===== config.mk =====
export PLATFORM = sky130hd
export DESIGN_NAME = gamepad_poller_flat
export DESIGN_NICKNAME = d
export VERILOG_FILES = /design/src/rtl/gamepad_poller_if.sv /design/src/rtl/gamepad_poller.sv /design/src/flat_wrapper.sv
export SDC_FILE = /design/constraint.sdc
export NUM_CORES = 1
export LEC_CHECK = 0
export CORE_ASPECT_RATIO = 1.1
export CORE_MARGIN = 2
export CORE_UTILIZATION = 28
export DETAILED_ROUTE_END_ITERATION = 10
export PLACE_DENSITY = 0.46
export RECOVER_POWER = 25
export SYNTH_ARGS = -nofsm -noshare
export SYNTH_HDL_FRONTEND = slang
export SYNTH_SLANG_ARGS = --single-unit

===== constraint.sdc =====
create_clock -name clk -period 2.6 [get_ports clk]
set_clock_uncertainty 0.1 [all_clocks]
set_input_delay 0.39 -clock clk [delete_from_list [all_inputs] [get_ports clk]]
set_output_delay 0.39 -clock clk [all_outputs]
set_load 0.01 [all_outputs]

===== src/rtl/gamepad_poller_if.sv =====
// Bus bundle between gamepad_poller, the gamepad adapter (enables, Q) and CPU decode.
// master = poller side; slave = adapter/CPU side.
interface gamepad_poller_if;
   logic       _OErandom;
   logic       _OEpad1;
   logic       _OEpad2;
   logic [7:0] Q;
   logic       rand_req;
   logic       rand_ack;
   logic [7:0] rand_data;
   logic [7:0] pad1;
   logic [7:0] pad2;
   logic       pads_valid;
   logic       busy;
   logic       pad_irq;

   modport master (
      output _OErandom, _OEpad1, _OEpad2, rand_ack, rand_data,
             pad1, pad2, pads_valid, busy, pad_irq,
      input  Q, rand_req
   );

   modport slave (
      input  _OErandom, _OEpad1, _OEpad2, rand_ack, rand_data,
             pad1, pad2, pads_valid, busy, pad_irq,
      output Q, rand_req
   );
endinterface


===== src/rtl/gamepad_poller.sv =====
// Shares the adapter Q bus between periodic pad scans and CPU random-byte reads.
// Optional change interrupt on pad commit: define GAMEPAD_POLLER_IRQ_EN.
module gamepad_poller #(
   parameter int SETTLE      = 2,
   parameter int POLL_PERIOD = 1000
) (
   input logic              clk,
   input logic              _mr,
   gamepad_poller_if.master bus
);
   localparam int TW = $clog2(POLL_PERIOD);
   localparam logic [TW-1:0] T_LAST   = TW'(POLL_PERIOD - 1);
   localparam logic [3:0]    CNT_LAST = 4'(SETTLE);

   localparam logic [1:0] S_IDLE  = 2'd0;
   localparam logic [1:0] S_DRIVE = 2'd1;
   localparam logic [1:0] S_GAP   = 2'd2;

   localparam logic [1:0] SRC_RAND = 2'd0;
   localparam logic [1:0] SRC_PAD1 = 2'd1;
   localparam logic [1:0] SRC_PAD2 = 2'd2;

   logic [1:0]    state, src;
   logic [3:0]    cnt;
   logic [TW-1:0] tmr;
   logic          scan_pending, last_scan;
   logic [7:0]    shadow, rand_data_q, pad1_q, pad2_q;
   logic          oe_rand_n, oe_pad1_n, oe_pad2_n;
   logic          rand_ack_q, pads_valid_q;
   logic          wrap, pick_scan, done;

   assign wrap      = (tmr == T_LAST);
   assign done      = (state == S_DRIVE) && (cnt == CNT_LAST);
   // On a tie, the source not served last wins; last_scan resets low so scan wins first.
   assign pick_scan = scan_pending && (!bus.rand_req || !last_scan);

   always_ff @(posedge clk or negedge _mr) begin
      if (!_mr) begin
         state        <= S_IDLE;
         src          <= SRC_RAND;
         cnt          <= 4'd0;
         tmr          <= '0;
         scan_pending <= 1'b0;
         last_scan    <= 1'b0;
         shadow       <= 8'h00;
         rand_data_q  <= 8'h00;
         pad1_q       <= 8'h00;
         pad2_q       <= 8'h00;
         oe_rand_n    <= 1'b1;
         oe_pad1_n    <= 1'b1;
         oe_pad2_n    <= 1'b1;
         rand_ack_q   <= 1'b0;
         pads_valid_q <= 1'b0;
      end else begin
         rand_ack_q <= 1'b0;
         tmr        <= wrap ? '0 : tmr + 1'b1;
         // A wrap while already pending is absorbed; starting a scan below overrides it.
         if (wrap) scan_pending <= 1'b1;
         case (state)
            S_IDLE: begin
               if (pick_scan) begin
                  scan_pending <= 1'b0;
                  last_scan    <= 1'b1;
                  src          <= SRC_PAD1;
                  oe_pad1_n    <= 1'b0;
                  cnt          <= 4'd1;
                  state        <= S_DRIVE;
               end else if (bus.rand_req) begin
                  last_scan <= 1'b0;
                  src       <= SRC_RAND;
                  oe_rand_n <= 1'b0;
                  cnt       <= 4'd1;
                  state     <= S_DRIVE;
               end
            end
            S_DRIVE: begin
               if (done) begin
                  oe_rand_n <= 1'b1;
                  oe_pad1_n <= 1'b1;
                  oe_pad2_n <= 1'b1;
                  state     <= S_GAP;
                  case (src)
                     SRC_RAND: begin
                        rand_data_q <= bus.Q;
                        rand_ack_q  <= 1'b1;
                     end
                     SRC_PAD1: shadow <= bus.Q;
                     default: begin
                        pad1_q       <= shadow;
                        pad2_q       <= bus.Q;
                        pads_valid_q <= 1'b1;
                     end
                  endcase
               end else begin
                  cnt <= cnt + 4'd1;
               end
            end
            S_GAP: begin
               // PAD2 follows PAD1 directly so a scan is never split by a random read.
               if (src == SRC_PAD1) begin
                  src       <= SRC_PAD2;
                  oe_pad2_n <= 1'b0;
                  cnt       <= 4'd1;
                  state     <= S_DRIVE;
               end else begin
                  state <= S_IDLE;
               end
            end
            default: state <= S_IDLE;
         endcase
      end
   end

`ifdef GAMEPAD_POLLER_IRQ_EN
   logic pad_irq_q;

   // Committed pad registers double as the previous value (0x0000 after reset).
   always_ff @(posedge clk or negedge _mr) begin
      if (!_mr) pad_irq_q <= 1'b0;
      else      pad_irq_q <= done && (src == SRC_PAD2) && ({bus.Q, shadow} != {pad2_q, pad1_q});
   end

   assign bus.pad_irq = pad_irq_q;
`else
   assign bus.pad_irq = 1'b0;
`endif

   assign bus._OErandom  = oe_rand_n;
   assign bus._OEpad1    = oe_pad1_n;
   assign bus._OEpad2    = oe_pad2_n;
   assign bus.rand_ack   = rand_ack_q;
   assign bus.rand_data  = rand_data_q;
   assign bus.pad1       = pad1_q;
   assign bus.pad2       = pad2_q;
   assign bus.pads_valid = pads_valid_q;
   assign bus.busy       = (state != S_IDLE);
endmodule


===== src/flat_wrapper.sv =====
// flat-port wrapper written by rule: the top's interface ports become plain ports
module gamepad_poller_flat 
#(
   parameter int SETTLE      = 2,
   parameter int POLL_PERIOD = 1000
)
  (clk, _mr, bus__OErandom, bus__OEpad1, bus__OEpad2, bus_rand_ack, bus_rand_data, bus_pad1, bus_pad2, bus_pads_valid, bus_busy, bus_pad_irq, bus_Q, bus_rand_req);
  gamepad_poller_if bus_i ();
  input logic clk;
  input logic _mr;
  output wire logic [$bits(bus_i._OErandom)-1:0] bus__OErandom;
  output wire logic [$bits(bus_i._OEpad1)-1:0] bus__OEpad1;
  output wire logic [$bits(bus_i._OEpad2)-1:0] bus__OEpad2;
  output wire logic [$bits(bus_i.rand_ack)-1:0] bus_rand_ack;
  output wire logic [$bits(bus_i.rand_data)-1:0] bus_rand_data;
  output wire logic [$bits(bus_i.pad1)-1:0] bus_pad1;
  output wire logic [$bits(bus_i.pad2)-1:0] bus_pad2;
  output wire logic [$bits(bus_i.pads_valid)-1:0] bus_pads_valid;
  output wire logic [$bits(bus_i.busy)-1:0] bus_busy;
  output wire logic [$bits(bus_i.pad_irq)-1:0] bus_pad_irq;
  input wire logic [$bits(bus_i.Q)-1:0] bus_Q;
  input wire logic [$bits(bus_i.rand_req)-1:0] bus_rand_req;
  assign bus__OErandom = bus_i._OErandom;
  assign bus__OEpad1 = bus_i._OEpad1;
  assign bus__OEpad2 = bus_i._OEpad2;
  assign bus_rand_ack = bus_i.rand_ack;
  assign bus_rand_data = bus_i.rand_data;
  assign bus_pad1 = bus_i.pad1;
  assign bus_pad2 = bus_i.pad2;
  assign bus_pads_valid = bus_i.pads_valid;
  assign bus_busy = bus_i.busy;
  assign bus_pad_irq = bus_i.pad_irq;
  assign bus_i.Q = bus_Q;
  assign bus_i.rand_req = bus_rand_req;
  gamepad_poller #(.SETTLE(SETTLE), .POLL_PERIOD(POLL_PERIOD)) u_core (.clk(clk), ._mr(_mr), .bus(bus_i));
endmodule

# --- Word level (Yosys, flattened, before mapping) ---
# Cells that the tools add are included.
classes:
  n_addsub: 2
  n_mul: 0
  div_mod_pow: 0
  n_lt_le_gt_ge: 0
  n_eq_ne: 12
  n_shift: 0
  muxes: 30
  n_bitwise: 1
  reduce_logical: 24
op_table:
  columns: ["cell", "n"]
  rows:
  - ["AND reduction 3 bit", 6]
  - ["2-to-1 mux 4 bit", 4]
  - ["2-to-1 mux 1 bit", 13]
  - ["2-to-1 mux 2 bit", 6]
  - ["one-hot mux 4 bit (3 select lines)", 1]
  - ["adder 10 x 1 -> 10 bit (second input constant)", 1]
  - ["== test 10 bit (second input constant)", 1]
  - ["2-to-1 mux 10 bit", 1]
  - ["nonzero test 2 bit", 5]
  - ["AND reduction 4 bit", 2]
  - ["inequality test 2 x 1 -> 1 bit (second input constant)", 3]
  - ["inequality test 2 bit (second input constant)", 3]
  - ["one-hot mux 1 bit (2 select lines)", 3]
  - ["one-hot mux 2 bit (3 select lines)", 1]
  - ["adder 4 x 1 -> 4 bit (second input constant)", 1]
  - ["== test 2 x 1 -> 1 bit (second input constant)", 2]
  - ["== test 4 x 2 -> 1 bit (second input constant)", 1]
  - ["zero test 2 bit", 2]
  - ["one-hot mux 2 bit (2 select lines)", 1]
  - ["AND reduction 2 bit", 2]
  - ["inequality test 3 x 2 -> 1 bit (second input constant)", 1]
  - ["nonzero test 3 bit", 1]
  - ["== test 2 bit (second input constant)", 1]
  - ["logical AND 1 bit", 2]
  - ["4 further kinds", 5]
word_totals:
  regBits: 57
  latchBits: 0
  ramBits: 0
  mem_bits_ro: 0
  output_inout_bits: 31
  memories: 0

# --- Longest topological paths before layout ---
# Gate-level depths: netlist of run 1.
logic_depth:
  ltp_word: 5
  mapped_depth: 7
  ltp_nobuf: 6

# --- Worst setup path after synthesis of run 1 ---
# OpenSTA, ideal clock, no wires.
synth_timing:
  path_type: "register -> register"
  start: "register u_core.state[1]"
  end: "register u_core.rand_data_q[0], in the netlist u_core.bus.rand_data[0]"
  setup_ps: 125
  arrival_time_ps: 1617
  setup_slack_ps: 758
  stages_incl_launch_ff: 8
  n_path_buf: 1
  period_less_slack_ps: 1842
  cell_sequence: "dfrtp_1 inv_1 ha_1 buf_4 and2b_2 nand3_1 nor2_2 mux2_2"
synth_between:
  elab_chain_len: 3
synth_rtl:
  columns: ["item", "line", "rtl"]
  rows:
  - ["start, declared", "gamepad_poller.sv:23", "logic [1:0] state, src;"]
  - ["start signal, assigned", "gamepad_poller.sv:39", "state <= S_IDLE;"]
  - ["start signal, assigned", "gamepad_poller.sv:67", "state <= S_DRIVE;"]
  - ["start signal, assigned", "gamepad_poller.sv:73", "state <= S_DRIVE;"]
  - ["== test 2 x 1 -> 1 bit *", "gamepad_poller.sv:33, gamepad_poller.sv:59", null]
  - ["logical AND 1 bit", "gamepad_poller.sv:33", "assign done = (state == S_DRIVE) && (cnt == CNT_LAST);"]
  - ["AND reduction 3 bit (no source line) *", null, null]
  - ["end signal, assigned", "gamepad_poller.sv:84", "rand_data_q <= bus.Q;"]
  - ["end, declared", "gamepad_poller.sv:27", "logic [7:0] shadow, rand_data_q, pad1_q, pad2_q;"]
# Mark *: on every way between the ends. The rest lies on a longest branch, timed or not.
# A chain may end at the register's enable or synchronous reset.

# --- Worst setup path after layout of run 1 ---
layout_timing:
  start: "register u_core.state[1]"
  end: "register u_core.rand_data_q[2], in the netlist u_core.bus.rand_data[2]"
# Same word-level chain as after synthesis.

==> results of run 1 <==
[sequential cells by signal (all words and copies together) (netlist names)]
signal                 count
u_core.tmr                10
u_core.bus.pad1            8
u_core.bus.pad2            8
u_core.bus.rand_data       8
u_core.shadow              8
u_core.cnt                 4
u_core.src                 2
u_core.state               2
u_core.bus._OEpad1         1
u_core.bus._OEpad2         1
u_core.bus._OErandom       1
u_core.bus.pads_valid      1
u_core.bus.rand_ack        1
u_core.last_scan           1
u_core.scan_pending        1
[through the flow]
stage / cell area (um2) / power (mW) / worst slack, ns
after floorplan: 2550 / 2.14 / 0.758
after global placement: 3070 / 2.72 / 0.466
after detailed placement: 3070 / 2.73 / 0.410
after CTS: 3320 / 3.78 / 0.408
after global routing: 3320 / 3.99 / 0.227
final: 3320 / 3.72 / 0.427
[path summary, 6_finish.rpt]
kind,end,slack [ns],cells after the start
min in group clk,u_core.bus.pads_valid$_DFFE_PN0P_,0.37,1
max,u_core.bus.rand_data[2]$_DFFE_PN0P_,0.43,6
min reg2reg,u_core.bus.pads_valid$_DFFE_PN0P_,0.37,1
min,u_core.last_scan$_DFFE_PN0P_,0.36,2
max reg2reg,u_core.bus.rand_data[2]$_DFFE_PN0P_,0.43,6
max in group asynchronous,u_core.cnt[0]$_DFFE_PN0P_,1.18,2
[cells in the final DEF (no fill, tap or decap), types with 3 or more instances in the layout]
cell / count
dfrtp_1: 54
clkdlybuf4s50_1: 39
mux2_2: 23
nor2_1: 14
nand2_1: 10
clkbuf_8: 10
o21ai_0: 9
mux2_4: 9
inv_1: 8
a21oi_1: 8
ha_1: 7
nand3_1: 6
nand2b_1: 4
a21o_1: 4
a31oi_1: 4
xor2_1: 3
bufinv_16: 3
dfstp_2: 3
[per-layer routing]
metal,global-route usage,part of all wire,vias up
met5,0,0,-
met4,0.0652,0.026,0
met3,0.0435,0.060,11
met2,0.159,0.43,38
met1,0.156,0.48,833
li1,-,-,809
[logic make-up (layout without fill, tap and decap cells)]
kind of cell / Yosys count / count (layout)
compound gates: 33 / 33
buf+inv: 13 / 66
xor+xnor: 5 / 5
other cells: 1 / 1
simple gates: 53 / 53
flops: 57 / 57
fa+ha+maj: 7 / 7
mux: 34 / 34
[power breakdown]
group / internal, mW / switching [mW] / total, mW / leakage (nW)
logic: 0.731 / 0.560 / 1.29 / 0.675
clock network: 0.662 / 0.358 / 1.02 / 0.120
registers: 1.20 / 0.211 / 1.41 / 0.703
[cell type report]
type,count,area (um2),share of cell area
multi-input combinational,133,1060,0.320
inverter,8,30.0,0.00906
clock inverter,5,103,0.0309
timing repair buffer,42,408,0.123
clock buffer,11,141,0.0426
tap,114,143,0.0430
sequential,57,1430,0.431
==> results.tsv, run 1 <==
metric	value	unit
post-synthesis mux area share	0.162	
Post-CTS Setup Inserts	0	
Synth cell types	45	
CTS max path bufs	2	
Simple-Gate Fraction of Synth Area	0.120	
DRC	0	
Root Driver	clkbuf_8	
Hold Crit Class	input port to async pin	
final std cells w/o fill	370	
commonest register cell after synthesis	dfrtp_1	
FF-to-FF Start	u_core.state[1]$_DFFE_PN0P_	
Critical path buffers and inverters	1	
Worst Setup SP	u_core.state[1]$_DFFE_PN0P_	
Required @ worst endpoint	2.71	ns
CTS Buf Count	9	
detailed-route via count	1691	
Via-to-Cell Ratio	4.57	
peak supply drop	0.456	mV
critical path launch point type	register	
clk sinks	57	
Final Cycle Share	0.836	
number of flops mapped to enable cells by yosys	0	
worst hold margin	0.359	ns
Slowest cell on crit path	dfrtp_1	
Layout area overhead	29.8	%
Achievable Freq	460	MHz
number of synthesized register bits	57	
RSZ-0062 raised after global routing	no	
largest cells by area after synthesis	dfrtp_1, mux2_2, mux2_4	
clock latency at the later pin of the worst-skew pair	0.33	ns
Nets	269	
Mean Syn Cell Area	12.6	um2
Clock transition at path regs	0.07	ns
fill count	855	
sequential-to-total area share from yosys stat	0.560	
FFs w/ async S/R, synth	1.00	
XOR/XNOR Fraction of Synth Area	0.0171	
Max Slew Vio Count	0	
PD cells	1120	mW/mm2
Pleak	1.50	nW
outcome	finished, final reports clean	
Synth Instances	203	
crit-path max FO	10	
type of the worst setup path	register to register	
# rows	36	
CP arrival	2.29	ns
largest net degree at the start of global routing	58	
syn_nets	221	
Yosys top cell by area	dfrtp_1	
All-Layer GR Usage	0.116	
ant diodes	0	
first-pass GRT wire length	8800	um
YS warnings	0	
Port Buf Inserts	40	
starting density of the core	0.288	
CTS tree	done	
antenna viol nets, final	0	
Avg WL per Cell	13.9	um
placed cells	354	
setup TNS	0	ns
layout cells sized above 1	0.238	
post-synth top area share	0.529	
Slew HR	0.0593	
vias in the first global route	1745	
max incr delay on CP	0.40	ns
Worst setup EP type	register	
most common cell in the netlist	dfrtp_1	
# IOs	42	
First-pass DRT Iterations	4	
Placer Congestion	0.733	
CTS Hold Buffers Added	0	
Iter 0 DRT Violations	51	
Mapped Area	0.00255	mm2
adder and majority gate portion of the synthesized area	0.0343	
Final Setup Violations	0	
final wirelength	5140	um
Fin. Hold Viols	0	
min Tclk post-route	2.17	ns
Die Wd	95.1	um
Synth Area in Compound Gates	0.0803	
hpwl dp	3420	um
largest family of logic cells by synthesized area	multiplexers	
H-tree levels	3	
family with the most delay on the worst path	simple AND/OR/NAND/NOR gates	
Worst Tran Pin Value	1.41	ns
grt ovf	0	
CORE AREA	0.00887	mm2
die area	0.00991	mm2
chip height	104	um
CP Cell Sequence	inv_1 -> ha_1 -> and2b_2 -> nand3_1 -> nor2_2 -> mux2_2	
Post-synth top cells	dfrtp_1, mux2_2, nor2_1	
initial antenna violation count	0	
final core occ	0.374	
Max Cap Viol	0	
CTS resizes	0	
Note: power is estimated with default switching activity, not from simulation.
==> run 2: changes to the inputs <==
==> constraint.sdc (replaced) <==
create_clock -name clk -period 2.15 [get_ports clk]
set_clock_uncertainty 0.1 [all_clocks]
set_input_delay 0.3225 -clock clk [delete_from_list [all_inputs] [get_ports clk]]
set_output_delay 0.3225 -clock clk [all_outputs]
set_load 0.01 [all_outputs]
==> run 2 against run 1 <==
Worst setup slack got worse by 0.28 ns. First-iteration DRC count grew 61%. Register-to-register slack worse by 0.28 ns. Sequential share of layout area shrank 0.43 points. Largest power group unchanged. Global-route usage increased by 0.17 points. Sequential cell count stayed put. Power grew 20%. Worst hold slack better by 0.013 ns. Via count decreased by 0.71%. Sequential power rose by 21%.
==> results.tsv, run 2 (same netlist as run 1, synthesis figures left out) <==
metric	value	unit	change
antenna viol nets, final	0		unchanged
peak supply drop	0.523	mV	+15%
hpwl dp	3430	um	+0.30%
Die Wd	95.1	um	unchanged
PD cells	1330	mW/mm2	+19%
most common cell after layout, fill and taps aside	dfrtp_1		
max reg flops	10		unchanged
Clock transition at path regs	0.07	ns	about the same
First-pass DRT Iterations	4		unchanged
Critical path buffers and inverters	2		+1
Nets	274		+1.9%
most flop-heavy register	u_core.tmr		
Fin. Hold Viols	0		unchanged
starting density of the core	0.288		unchanged
Post-CTS Setup Inserts	0		unchanged
chip height	104	um	unchanged
Final Setup Violations	0		unchanged
Root Driver	clkbuf_8		
Iter 0 DRT Violations	82		+61%
CTS Buf Count	9		unchanged
Via-to-Cell Ratio	4.48		-2.0%
DRC	0		unchanged
family with the most delay on the worst path	simple AND/OR/NAND/NOR gates		
Placer Congestion	0.778		+6.1%
post-route cell area	0.00335	mm2	+1.0%
Required @ worst endpoint	2.26	ns	-0.45 ns
Worst Tran Pin Value	1.27	ns	-0.136 ns
Port Buf Inserts	40		unchanged
die area	0.00991	mm2	unchanged
CORE AREA	0.00887	mm2	unchanged
initial antenna violation count	0		unchanged
clock latency at the later pin of the worst-skew pair	0.33	ns	about the same
Layout area overhead	31.1	%	
setup TNS	0	ns	unchanged
Max Slew Vio Count	0		unchanged
crit-path max FO	7		-3
Slew HR	0.150		+0.0907
final wirelength	5210	um	+1.5%
Max Cap Viol	0		unchanged
CP arrival	2.12	ns	-0.17 ns
max incr delay on CP	0.42	ns	+0.02 ns
largest net degree at the start of global routing	58		unchanged
layout cells sized above 1	0.249		+0.0108
most frequent cells in the layout	dfrtp_1, clkdlybuf4s50_1, mux2_2, nor2_1, clkbuf_8		
RSZ-0062 raised after global routing	no		
Placed Area	0.00312	mm2	+1.4%
Slowest cell on crit path	dfrtp_1		
Hold Crit Class	register to register		
outcome	finished, final reports clean		
All-Layer GR Usage	0.118		+0.00174
Pleak	1.53	nW	+1.9%
# rows	36		unchanged
Final Cycle Share	0.930		+0.0946
H-tree levels	3		unchanged
vias in the first global route	1772		+1.5%
grt ovf	0		unchanged
min Tclk post-route	2.00	ns	-0.173 ns
CTS tree	done		
ant diodes	0		unchanged
first-pass GRT wire length	8980	um	+2.0%
type of the worst setup path	register to register		
detailed-route via count	1679		-0.71%
Avg WL per Cell	13.9	um	+0.17%
critical path launch point type	register		
reg-to-reg setup timing slack	0.15	ns	-0.28 ns
Achievable Freq	500	MHz	+8.6%
# IOs	42		unchanged
CTS max path bufs	2		unchanged
CP Cell Sequence	inv_2 -> ha_1 -> and2b_2 -> nand3_1 -> nor2_2 -> buf_4 -> mux2_2		
Worst setup EP type	register		
clk sinks	57		unchanged
-- run 2: what timing repair did --
| item | CTS | global route |
|---|---|---|
| hold buffers | 1 | 0 |
| cloned | 0 | 0 |
| setup endpoints to repair | 1 | 2 |
| gates resized for setup | 2 | 2 |
| hold endpoints to repair | 54 | 0 |
-- run 2: metrics by stage --
step	cells	worst slack, ns	hold WS (ns)	util	total power [mW]
detailed placement	358	0.159	0.257	0.351	3.32
floorplan	203	0.308	-0.0731	-	2.58
global route	375	0.0531	0.386	0.377	4.79
CTS	375	0.0666	0.376	0.379	4.53
finish	375	0.150	0.372	0.377	4.46
global placement	358	0.181	0.258	0.351	3.31
-- run 2: worst paths after layout --
path,start,to,depth (start not counted)
min in group asynchronous,_mr,u_core.state[1]$_DFFE_PN0P_,3
setup reg to reg,u_core.state[1]$_DFFE_PN0P_,u_core.bus.rand_data[6]$_DFFE_PN0P_,7
hold reg to reg,u_core.bus.pads_valid$_DFFE_PN0P_,u_core.bus.pads_valid$_DFFE_PN0P_,1
setup / recovery,u_core.state[1]$_DFFE_PN0P_,u_core.bus.rand_data[6]$_DFFE_PN0P_,7
hold / removal,u_core.bus.pads_valid$_DFFE_PN0P_,u_core.bus.pads_valid$_DFFE_PN0P_,1
max in group asynchronous,_mr,u_core.tmr[3]$_DFF_PN0_,3
-- run 2: report_power, final --
part | total, mW | switching (mW) | internal (mW)
combinational | 1.61 | 0.684 | 0.925
sequential | 1.71 | 0.262 | 1.45
clock | 1.14 | 0.420 | 0.718
total | 4.46 | 1.37 | 3.09
-- run 2: routing by layer --
layer	GRT usage	wire [um]
met1	0.152	2550
met4	0.0373	70
met3	0.0580	306
met2	0.174	2290
met5	0	0
-- run 2: worst register-to-register path: stages (launching register included) --
cell and delay [ns]:
dfrtp_1 0.42, inv_2 0.10, ha_1 0.31, and2b_2 0.23, nand3_1 0.10, nor2_2 0.13
buf_4 0.17, mux2_2 0.34
-- run 2: final cells by class --
cell class	instances	area (um2)
Inverter	8	30.0
Clock inverter	2	60.1
Sequential cell	57	1430
Timing Repair Buffer	47	450
Clock buffer	14	163
Multi-Input combinational cell	133	1070
Fill cell	850	5520
Tap cell	114	143
